**config.mk**
```make
export PLATFORM = sky130hd
export DESIGN_NAME = hit_writer
export DESIGN_NICKNAME = d
export VERILOG_FILES = /design/src/rtl/hit_writer.sv
export SDC_FILE = /design/constraint.sdc
export NUM_CORES = 1
export LEC_CHECK = 0
export ABC_AREA = 1
export BUFFER_PORTS_ARGS = -buffer_cell sky130_fd_sc_hd__buf_2
export CORE_MARGIN = 2
export CORE_UTILIZATION = 55
export CTS_BUF_LIST = sky130_fd_sc_hd__clkbuf_16
export DETAILED_ROUTE_END_ITERATION = 16
export MAX_ROUTING_LAYER = met4
export PLACE_DENSITY = 0.81
export SLEW_MARGIN = 20
export SYNTH_ARGS = -nofsm -noshare
export SYNTH_HDL_FRONTEND = slang
export SYNTH_SLANG_ARGS = --single-unit
```
**constraint.sdc**
```tcl
create_clock -name i_clk -period 4 [get_ports i_clk]
set_input_delay 0.6 -clock i_clk [delete_from_list [all_inputs] [get_ports i_clk]]
set_output_delay 0.6 -clock i_clk [all_outputs]
set_load 0.005 [all_outputs]
```
**src/rtl/hit_writer.sv**
```systemverilog
// Writes one NDWORDS-dword record as 2*NDWORDS consecutive 16-bit AVMM writes.
// Optional completed-record counter enabled by defining HIT_WRITER_CNT_EN.
module hit_writer #(
  parameter int NDWORDS = 3
) (
  input  logic                   i_clk,
  input  logic                   i_rstn,
  input  logic [31:0]            baseaddr,
  input  logic [31:0]            index,
  input  logic                   write,
  input  logic [32*NDWORDS-1:0]  data,
  output logic                   oready,
  output logic                   odone,
  output logic [31:0]            o_wr_count,
  output logic                   avm_m0_write,
  output logic [31:0]            avm_m0_address,
  output logic [15:0]            avm_m0_writedata,
  output logic [1:0]             avm_m0_byteenable,
  input  logic                   avm_m0_waitrequest
);

  localparam int              NHW     = 2 * NDWORDS;
  localparam int              HW_W    = (NHW > 2) ? $clog2(NHW) : 1;
  localparam logic [HW_W-1:0] HW_LAST = HW_W'(NHW - 1);
  localparam logic [31:0]     STRIDE  = 32'(NDWORDS * 4);

  typedef enum logic {
    IDLE  = 1'b0,
    WRITE = 1'b1
  } state_t;

  state_t                state_q, state_d;
  logic [HW_W-1:0]       hw_q, hw_d;
  logic [32*NDWORDS-1:0] rec_q, rec_d;
  logic [31:0]           addr_q, addr_d;
  logic [15:0]           wdata_q, wdata_d;
  logic [1:0]            be_q, be_d;
  logic                  wr_q, wr_d;
  logic                  done_q, done_d;
  logic                  hw_accept;

  // A halfword is taken by the slave only when it is not stalling us.
  assign hw_accept = wr_q && !avm_m0_waitrequest;

  always_ff @(posedge i_clk or negedge i_rstn) begin
    if (!i_rstn) begin
      state_q <= IDLE;
      hw_q    <= '0;
      rec_q   <= '0;
      addr_q  <= '0;
      wdata_q <= '0;
      be_q    <= '0;
      wr_q    <= 1'b0;
      done_q  <= 1'b0;
    end else begin
      state_q <= state_d;
      hw_q    <= hw_d;
      rec_q   <= rec_d;
      addr_q  <= addr_d;
      wdata_q <= wdata_d;
      be_q    <= be_d;
      wr_q    <= wr_d;
      done_q  <= done_d;
    end
  end

  // rec_q is a shift register whose low halfword is always the one on the bus.
  always_comb begin
    state_d = state_q;
    hw_d    = hw_q;
    rec_d   = rec_q;
    addr_d  = addr_q;
    wdata_d = wdata_q;
    be_d    = be_q;
    wr_d    = wr_q;
    done_d  = 1'b0;
    case (state_q)
      IDLE: begin
        if (write) begin
          state_d = WRITE;
          hw_d    = '0;
          rec_d   = data;
          addr_d  = baseaddr + index * STRIDE;
          wdata_d = data[15:0];
          be_d    = 2'b11;
          wr_d    = 1'b1;
        end
      end
      WRITE: begin
        if (hw_accept) begin
          if (hw_q == HW_LAST) begin
            state_d = IDLE;
            wr_d    = 1'b0;
            done_d  = 1'b1;
          end else begin
            hw_d    = hw_q + HW_W'(1);
            addr_d  = addr_q + 32'd2;
            rec_d   = rec_q >> 16;
            wdata_d = rec_q[31:16];
          end
        end
      end
      default: begin
        state_d = IDLE;
        wr_d    = 1'b0;
      end
    endcase
  end

  assign oready            = (state_q == IDLE);
  assign odone             = done_q;
  assign avm_m0_write      = wr_q;
  assign avm_m0_address    = addr_q;
  assign avm_m0_writedata  = wdata_q;
  assign avm_m0_byteenable = be_q;

`ifdef HIT_WRITER_CNT_EN
  logic [31:0] cnt_q;

  always_ff @(posedge i_clk or negedge i_rstn) begin
    if (!i_rstn) begin
      cnt_q <= '0;
    end else if (done_d) begin
      cnt_q <= cnt_q + 32'd1;
    end
  end

  assign o_wr_count = cnt_q;
`else
  assign o_wr_count = '0;
`endif

endmodule

```
==> run metrics, run 1 <==
CTS sink cnt=135; dpl hpwl=24,220 µm; DRT iter0 DRCs=807; Synth Warn #=0; XOR/XNOR Fraction of Synth Area=4.129%; CP arrival=3.92 ns; first-pass GRT wire length=50,240 µm; crit-path max cell delay=0.40 ns; f_max=275.2 MHz; Die X=142.9 µm; critical path type=in -> reg; DR vias=10,770; worst-path maximum fanout=4; CP Cell Sequence=buf_2 > ha_1 > fa_1 > nand3_1 > nand2_1 > a21oi_2 > inv_1 > a21oi_1 > nor2_1 > nor2_1 > xnor2_1 > ha_1 > a21oi_1 > o21ai_0 > a21oi_1 > nand3_1 > nand2_1 > nand3_1 > nand3_1 > o21ai_0; total power=8266 µW; number of max-cap violations=0; Initial Utilization=56.32%; Main synth FF type=dfrtp_1; static leakage=0.006149 µW; Worst Skew=0.01016 ns; top cell type by total area after synthesis=dfrtp_1; core footprint=18,830 µm²; cell area power density=670.3 nW/µm²; DRT antenna net count=0; synth top area cells=dfrtp_1 (32%), nand2_1 (16%), ha_1 (7.6%); post-synthesis cell type count=54; number of setup violations in the final report=0; Util after Layout=65.50%; Worst Hold Class=in -> async; Synth Register Bits=135; DIE AREA=20,410 µm²; asr flop ratio synth=100.0%; cts hold-fix bufs=0; slowest CP cell=fa_1; post-cts sizing count=0; placed cell area=11,690 µm²; Peak VDD IR=0.3433 mV; most frequent cell on the critical path=nand3_1; status=completed; Tot GR Track Use=31.98%; chip height=142.9 µm; post-synthesis compound-gate area fraction=14.70%; EDFF count, synth=0; Placer Congestion=0.9936; Crit path buffers/inverters=2; Finished Cell Area=12,330 µm²; max_slew headroom=39.59%; synthesis-to-layout area growth=16.29%; CTS tree=yes; DR pass1 iterations=5; Place WS=-0.01065 ns; Post-Route WL=31,340 µm; grt total ovfl=0; number of I/O port buffers=214; Synth Cell Area=10,610 µm²; Cells after Synth=1,540; Layout Nets=1,951; largest net degree at the start of global routing=100; Core Rows=50; Synth top area share=31.85%; Startpoint Class=input pin; final hold violations=0; fraction of layout cells with a size suffix above 1=16.96%; CTS root buffer=clkbuf_16; CTS H-Tree Depth=4; Skew-Pair Late Insertion Delay=0.42 ns; vias in the first global route=9,899; initial antenna violation count=0; Diodes inserted=0; Synth Area in Adders=7.928%; RSZ-0062 raised after global routing=false; syn_area_per_cell=6.886 µm²; Max clock buf depth=2; Vias/cell=5.402; # DRC=0; proportion of synthesized area in mux cells=0.1062%; worst-margin pin slew=0.9061 ns; setup slack after layout=0.3658 ns; CTS clock-pin slew for the worst setup and hold paths=0.06 ns; total clock buffers created by CTS=17; Slew Limit Fails=0; Synth Area in Simple Gates=31.61%; Crit path max-delay family=compound AO/OA/AOI/OAI gates; period utilisation layout=90.85%; post-CTS setup buffer count=0; main combinational cell family by area after synthesis=simple AND/OR/NAND/NOR gates; Final TNS setup=0 ns; wire per inst=15.72 µm; I/O pin cnt=249; Worst EP required=4.28 ns; crit end category=flop; register area share after synthesis=31.85%; Tmin final=3.634 ns
==> cell usage in the layout, fill, tap and decap left out, drive strengths merged, types with 5 or more instances in the layout <==
| cell type | netlist | routed |
|---|---|---|
| a21o | 7 | 7 |
| a21oi | 99 | 99 |
| a31oi | 84 | 84 |
| and2 | 6 | 6 |
| buf | 80 | 234 |
| clkbuf | 23 | 17 |
| clkinv | 0 | 5 |
| conb | 1 | 32 |
| dfrtp | 135 | 135 |
| ha | 64 | 64 |
| inv | 108 | 113 |
| nand2 | 460 | 460 |
| nand3 | 86 | 86 |
| nand4 | 15 | 15 |
| nor2 | 199 | 199 |
| nor3 | 28 | 28 |
| o21ai | 45 | 45 |
| o21bai | 12 | 12 |
| or2 | 6 | 6 |
| xnor2 | 21 | 21 |
| xor2 | 29 | 29 |
==> metrics by stage <==
| step | std cells | hold WS, ns |
|---|---|---|
| after floorplan | 1571 | 0.3044 |
| after global placement | 1962 | 0.4533 |
| after detailed placement | 1962 | 0.4584 |
| after CTS | 1994 | 0.2817 |
| after global routing | 1994 | 0.3144 |
| final | 1994 | 0.2503 |
==> area by class of cell <==
type | count | area (µm²)
clock buffers | 17 | 425.4
flip-flops and latches | 135 | 3382
fillers | 1707 | 6497
inverters | 108 | 407.9
repair buffers | 234 | 1240
well taps | 260 | 325.3
clock inverters | 15 | 217.7
multi-input cells | 1225 | 6335
==> cell families after synthesis <==
| logic type | after synthesis |
|---|---|
| compound gates | 267 |
| xor+xnor | 50 |
| fa+ha+maj | 66 |
| buf+inv | 211 |
| flops | 135 |
| mux | 1 |
| other cells | 1 |
| simple gates | 809 |
==> synth_stat cells, drive strengths merged, types with 2 or more instances <==
master / instances
o21ai: 45
a221oi: 3
or2: 6
nor2: 199
fa: 2
nand3: 86
nand3b: 4
a21oi: 99
nand4: 15
xor2: 29
a31oi: 84
dfrtp: 135
o21bai: 12
a22oi: 4
a21o: 7
nor4: 2
ha: 64
nor3: 28
inv: 108
and2: 6
o21a: 3
o22ai: 2
a21boi: 2
clkbuf: 23
xnor2: 21
nand2: 460
buf: 80
o211ai: 2
==> power by group <==
part           switching (µW)  internal, µW  total (µW)
clock                     656          1060        1720
combinational            2500          1440        3940
sequential                572          2040        2610
total                    3730          4540        8270
==> routing by layer <==
metal / GRT usage [%] / wire (µm) / vias to the layer above
met1: 44.09 / 14420 / 4918
met5: - / 0 / -
met2: 48.79 / 14030 / 415
met3: 6.070 / 2214 / 47
met4: 7.973 / 676 / 0
li1: - / - / 5391
==> state kept, by name (all words and copies together) (netlist names) <==
register / flops
rec_q: 96
avm_m0_address: 32
hw_q: 3
avm_m0_byteenable: 1
avm_m0_write: 1
odone: 1
state_q: 1
==> worst paths after layout <==
| kind | from | to | slack [ns] | cells after the start |
|---|---|---|---|---|
| hold / removal | i_rstn | rec_q[6]$_DFFE_PN0P_ | 0.25 | 1 |
| max in group asynchronous | i_rstn | avm_m0_address[27]$_DFFE_PN0P_ | 2.87 | 2 |
| setup reg to reg | state_q$_DFF_PN0_ | hw_q[2]$_DFFE_PN0P_ | 1.59 | 6 |
| hold reg to reg | rec_q[87]$_DFFE_PN0P_ | rec_q[87]$_DFFE_PN0P_ | 0.47 | 2 |
| min in group i_clk | data[93] | rec_q[93]$_DFFE_PN0P_ | 0.40 | 3 |
| setup / recovery | index[0] | avm_m0_address[22]$_DFFE_PN0P_ | 0.37 | 20 |
(Power assumes the default switching activity.)
==> run 2, diff against run 1 <==
Settings changed: ABC_AREA 1 to not set, PLACE_DENSITY 0.81 to 0.83.
==> run 2 against run 1 <==
The run now ends with setup timing left. Power decreased by 26%. Register-to-register slack lost 0.32 ns. Area after synthesis shrank 10%. Sequential cell count unchanged. Non-clock buffer count is 116 higher. Critical path type unchanged. Largest cell class unchanged.
==> run metrics, run 2 <==
Die X=135.6 µm; largest net degree at the start of global routing=104; initial antenna violation count=3; # DRC=0; Worst EP required=4.36 ns; Vias/cell=5.617; DRT iter0 DRCs=608; failing checks=setup timing; worst-margin pin slew=0.9793 ns; cts hold-fix bufs=0; Synth Register Bits=135; Synth top cells by count=nand2_1 (163), dfrtp_1 (135), o21ai_0 (113), mux2i_1 (90), ha_1 (64); CTS clock-pin slew for the worst setup and hold paths=0.06 ns; chip height=135.6 µm; CTS tree=yes; cell with the most instances after synthesis=nand2_1; Layout Nets=1,614; number of setup violations in the final report=5; top cell type by total area after synthesis=dfrtp_1; NetSw=2242 µW; register area share after synthesis=35.49%; worst-path maximum fanout=3; setup slack after layout=-0.1505 ns; Tmin final=4.151 ns; crit-path max cell delay=0.42 ns; most frequent cells in the layout=buf_2 (210), nand2_1 (162), dfrtp_1 (134), buf_4 (134), o21ai_0 (108); f_max=240.9 MHz; Biggest register=rec_q; RSZ-0062 raised after global routing=true; fraction of layout cells with a size suffix above 1=31.45%; Int Pwr=3844 µW; slowest CP cell=fa_2; Synth top area share=35.49%; vias in the first global route=8,749; Main synth FF type=dfrtp_1; Seq pwr share=32.2%; sw frac=36.84%; DR pass1 iterations=5; Tot GR Track Use=28.97%; most common cell after layout, fill and taps aside=buf_2; Comb power frac=42.7%; Util after Layout=72.06%; CTS root buffer=clkbuf_16; total clock buffers created by CTS=17; max_slew headroom=34.71%; DRT antenna net count=0; dpl hpwl=18,880 µm; CTS H-Tree Depth=4; Place WS=-0.8597 ns; Clk network pwr share=25.1%; grt total ovfl=0; final hold violations=0; core footprint=17,120 µm²; crit end category=flop; most frequent cell on the critical path=a21o_1; Synth Warn #=0; static leakage=0.006522 µW; Crit path buffers/inverters=2; Synth Cell Area=9519 µm²; synthesis-to-layout area growth=29.57%; period utilisation layout=103.8%; Crit path max-delay family=compound AO/OA/AOI/OAI gates; Post-Route WL=26,110 µm; number of max-cap violations=0; Skew-Pair Late Insertion Delay=0.41 ns; Max clock buf depth=2; Cells after Synth=1,080; synth top area cells=dfrtp_1 (35%), mux2i_1 (9.5%), ha_1 (8.4%); post-synthesis cell type count=67; first-pass GRT wire length=41,280 µm; critical path type=in -> reg; Worst R2R Setup Slack=1.27 ns; max reg flops=96; CP arrival=4.51 ns; cell area power density=493.4 nW/µm²; Startpoint Class=input pin; DR vias=9,122; Slew Limit Fails=0; CTS sink cnt=135; I/O pin cnt=249; number of I/O port buffers=214; Placer Congestion=0.9064; CP Cell Sequence=buf_8 > buf_4 > fa_2 > a21oi_4 > nor3_4 > o31ai_2 > a21o_1 > nor3_2 > o21ai_1 > nand2b_1 > a21oi_2 > xnor2_1 > ha_1 > a21o_1 > a21o_1 > a21o_1 > a21oi_2 > o21ai_2 > or3_1 > o211ai_2 > o22ai_2 > nor4b_2 > a211o_1; EDFF count, synth=0; wire per inst=16.08 µm; syn_area_per_cell=8.814 µm²; Worst Skew=0.006189 ns; Core Rows=48; status=finished with violations; DIE AREA=18,380 µm²; Initial Utilization=55.61%; Peak VDD IR=0.3496 mV; asr flop ratio synth=100.0%; Worst Hold Class=in -> async
==> run 2: cell types whose count changed after synthesis, sizes merged, moves of 21 or more <==
cell,delta
clkbuf,+21
nand2,-297
inv,-86
nor2,-146
a21oi,-36
a21o,+31
mux2i,+90
nand3,-50
a31oi,-78
o21ai,+73
buf,-28
==> run 2: cell families (layout without fill, tap and decap cells) <==
kind of cell / count (synthesis) / after routing / share of synthesized area (%)
mux: 90 / 90 / 9.464
flops: 135 / 135 / 35.49
xor+xnor: 52 / 52 / 4.784
buf+inv: 119 / 404 / 6.861
compound gates: 303 / 303 / 20.03
other cells: 1 / 35 / 0.03939
simple gates: 314 / 314 / 14.50
fa+ha+maj: 66 / 66 / 8.833
==> run 2: power by group through the flow <==
stage / sequential [µW] / clock [µW] / combinational (µW)
3_3_place_gp: 1950 / 0 / 2360
5_1_grt: 2010 / 1600 / 2890
2_1_floorplan: 1910 / 0 / 1670
3_5_place_dp: 1970 / 0 / 2440
4_1_cts: 1950 / 1540 / 2530
6_report: 1960 / 1530 / 2600
==> run 2: final cells by class <==
class                      instances  area (µm²)
multi-input combinational        857        5879
fill                            1316        4782
sequential                       135        3382
timing repair buffer             350        2128
clock buffer                      17       425.4
tap                              225       281.5
clock inverter                    14       143.9
inverter                          23       86.33
antenna                            3       7.507
==> run 2: repair_timing <==
action	in CTS	in global routing
buffers inserted	10	5
pin swaps	31	33
resized for setup	28	25
setup endpoints to repair	6	14
==> run 2: path summary, 6_finish.rpt <==
path                                      start                             end  depth (start not counted)
min in group i_clk                     data[84]           rec_q[84]$_DFFE_PN0P_                          3
hold reg to reg            rec_q[0]$_DFFE_PN0P_            rec_q[0]$_DFFE_PN0P_                          2
setup reg to reg              state_q$_DFF_PN0_  avm_m0_address[14]$_DFFE_PN0P_                          8
hold / removal                           i_rstn           rec_q[80]$_DFFE_PN0P_                          1
setup / recovery                       index[1]  avm_m0_address[30]$_DFFE_PN0P_                         23
max in group asynchronous                i_rstn  avm_m0_address[23]$_DFFE_PN0P_                          2
==> run 2: stage by stage <==
stage          cell area, µm²  setup TNS, ns  cells  hold slack, ns  total power [µW]
2_1_floorplan            9703         -1.167   1111          0.3044              3580
3_3_place_gp            11400         -5.658   1575          0.4557              4317
3_5_place_dp            11400         -6.437   1575          0.4700              4413
4_1_cts                 12180        -0.4871   1616          0.3419              6020
5_1_grt                 12330         -2.115   1624          0.3556              6498
6_report                12330        -0.6164   1624          0.2755              6086
==> run 2: layer usage <==
layer / vias up / wire (µm) / GRT usage [%]
li1: 4403 / - / -
met1: 4315 / 10810 / 34.77
met2: 332 / 13030 / 47.64
met3: 72 / 1302 / 5.350
met4: 0 / 961 / 13.02
met5: - / 0 / -
==> run 3, diff against run 2 <==
Settings changed: CORE_ASPECT_RATIO set to 0.75.
==> run 3 against run 2 <==
The run still ends with setup timing left. Fmax is 2.9% lower. Combinational power hardly changed. Clock power up 3%. Non-clock buffer count fell by 5. Hold slack better by 0.024 ns. Clock skew increased by 0.0033 ns.
==> run metrics, run 3 (synthesis results as in run 2) <==
status=finished with violations; failing checks=setup timing; largest net degree at the start of global routing=128; Peak VDD IR=0.3038 mV; dpl hpwl=19,150 µm; CTS H-Tree Depth=4; DIE AREA=18,390 µm²; CTS tree=yes; first-pass GRT wire length=41,410 µm; DR pass1 iterations=5; cell area power density=497.4 nW/µm²; max reg flops=96; Post-Route WL=26,030 µm; fraction of layout cells with a size suffix above 1=31.54%; grt total ovfl=0; number of setup violations in the final report=6; Worst EP required=4.35 ns; worst-margin pin slew=1.119 ns; setup slack after layout=-0.2765 ns; core footprint=16,880 µm²; Worst Skew=0.009495 ns; Clk network pwr share=25.5%; cts hold-fix bufs=0; Max clock buf depth=2; period utilisation layout=106.9%; Startpoint Class=input pin; # fillers=1,277; DRT antenna net count=0; final cell count without fillers=1,607; # DRC=0; chip height=117.9 µm; register area=3382 µm²; Tot GR Track Use=28.54%; worst-path maximum fanout=5; Placed Cells=1,563; Vias/cell=5.605; Seq pwr share=32.5%; max_slew headroom=25.42%; CTS root buffer=clkbuf_16; Biggest register=rec_q; crit end category=flop; Initial Utilization=56.40%; Multi-input gate area=5898 µm²; Util after Layout=73.07%; NetSw=2326 µW; Diodes inserted=0; number of max-cap violations=0; DRT iter0 DRCs=645; critical path type=in -> reg; f_max=233.8 MHz; RSZ-0062 raised after global routing=true; Tmin final=4.277 ns; Comb power frac=42.0%; CTS sink cnt=135; Core Rows=41; wire per inst=16.20 µm; CP arrival=4.63 ns; total clock buffers created by CTS=17; Layout Nets=1,609; Placer Congestion=0.8581; most frequent cells in the layout=buf_2 (210), nand2_1 (162), dfrtp_1 (134); CTS clock-pin slew for the worst setup and hold paths=0.06 ns; hold_ws=0.3000 ns; DR vias=9,008; Slew Limit Fails=0; Int Pwr=3809 µW; sw frac=37.92%; Worst Hold Class=in -> async; Skew-Pair Late Insertion Delay=0.41 ns; most common cell after layout, fill and taps aside=buf_2; I/O pin cnt=249; Die X=155.9 µm; synthesis-to-layout area growth=29.56%; number of I/O port buffers=214; vias in the first global route=8,704; initial antenna violation count=0; static leakage=0.006506 µW; final hold violations=0
run 3: cell count changes in the layout (fill, tap and decap cells not counted), sizes merged:
| cell | change |
|---|---|
| buf | -6 |
| bufinv | -1 |
| clkbuf | +1 |
| clkinv | -2 |
| clkinvlp | +1 |
| diode | -3 |
| inv | +3 |
run 3: path summary, 6_finish.rpt:
kind | to | cells past startpoint | slack (ns) | startpoint
worst min register to register | rec_q[2]$_DFFE_PN0P_ | 2 | 0.48 | rec_q[2]$_DFFE_PN0P_
worst min-delay path | rec_q[71]$_DFFE_PN0P_ | 1 | 0.30 | i_rstn
max in group asynchronous | avm_m0_address[2]$_DFFE_PN0P_ | 2 | 2.78 | i_rstn
worst max-delay path | avm_m0_address[30]$_DFFE_PN0P_ | 22 | -0.28 | index[2]
min in group i_clk | rec_q[87]$_DFFE_PN0P_ | 3 | 0.38 | data[87]
worst max register to register | avm_m0_address[30]$_DFFE_PN0P_ | 8 | 1.22 | state_q$_DFF_PN0_
run 3: area by class of cell:
| type | instances | share of cell area, % |
|---|---|---|
| clock inverter | 15 | 1.349 |
| clock buffer | 17 | 3.449 |
| timing repair buffer | 345 | 17.07 |
| inverter | 23 | 0.7000 |
| multi-input combinational | 857 | 47.82 |
| sequential | 135 | 27.42 |
| tap | 215 | 2.181 |
run 3: layer usage:
layer / GRT usage (%) / wire length [µm]
met5: - / 0
met4: 9.060 / 617
met3: 5.339 / 1659
met2: 43.31 / 11710
met1: 38.90 / 12040
run 3: critical path, stage by stage:
cell and delay [ns]:
buf_8 0.10, ha_4 0.22, a21o_1 0.19, a21oi_2 0.14, o21bai_1 0.12, a211o_1 0.32
a21oi_2 0.16, o21bai_2 0.09, a221oi_2 0.28, o21bai_1 0.11, a21oi_1 0.16, xnor2_1 0.09
ha_1 0.37, a21o_1 0.19, a21o_1 0.19, a21oi_2 0.13, o21ai_2 0.07, or3_1 0.37
o211ai_2 0.20, o22ai_2 0.11, nor4b_2 0.26, a211o_1 0.13
run 3: power groups by stage:
stage                     clock (µW)  sequential, µW  combinational [µW]
after global routing            1640            2030                2860
after detailed placement           0            2000                2420
final                           1570            1990                2580
after global placement             0            1990                2340
after CTS                       1580            1980                2500
after floorplan                    0            1910                1670
run 3: what timing repair did:
action,CTS,global route
pin swaps,44,27
endpoints found under the setup margin,10,14
resized for setup,30,23
buffers inserted,10,3
run 3: metrics by stage:
stage | setup WS [ns] | power (µW) | setup TNS (ns) | cell area (µm²)
floorplan | -0.4154 | 3580 | -1.167 | 9703
global placement | -0.7534 | 4327 | -5.816 | 11380
detailed placement | -0.9751 | 4420 | -7.287 | 11380
CTS | -0.3419 | 6060 | -0.9575 | 12190
global route | -0.4972 | 6537 | -2.484 | 12330
finish | -0.2765 | 6134 | -0.9183 | 12330
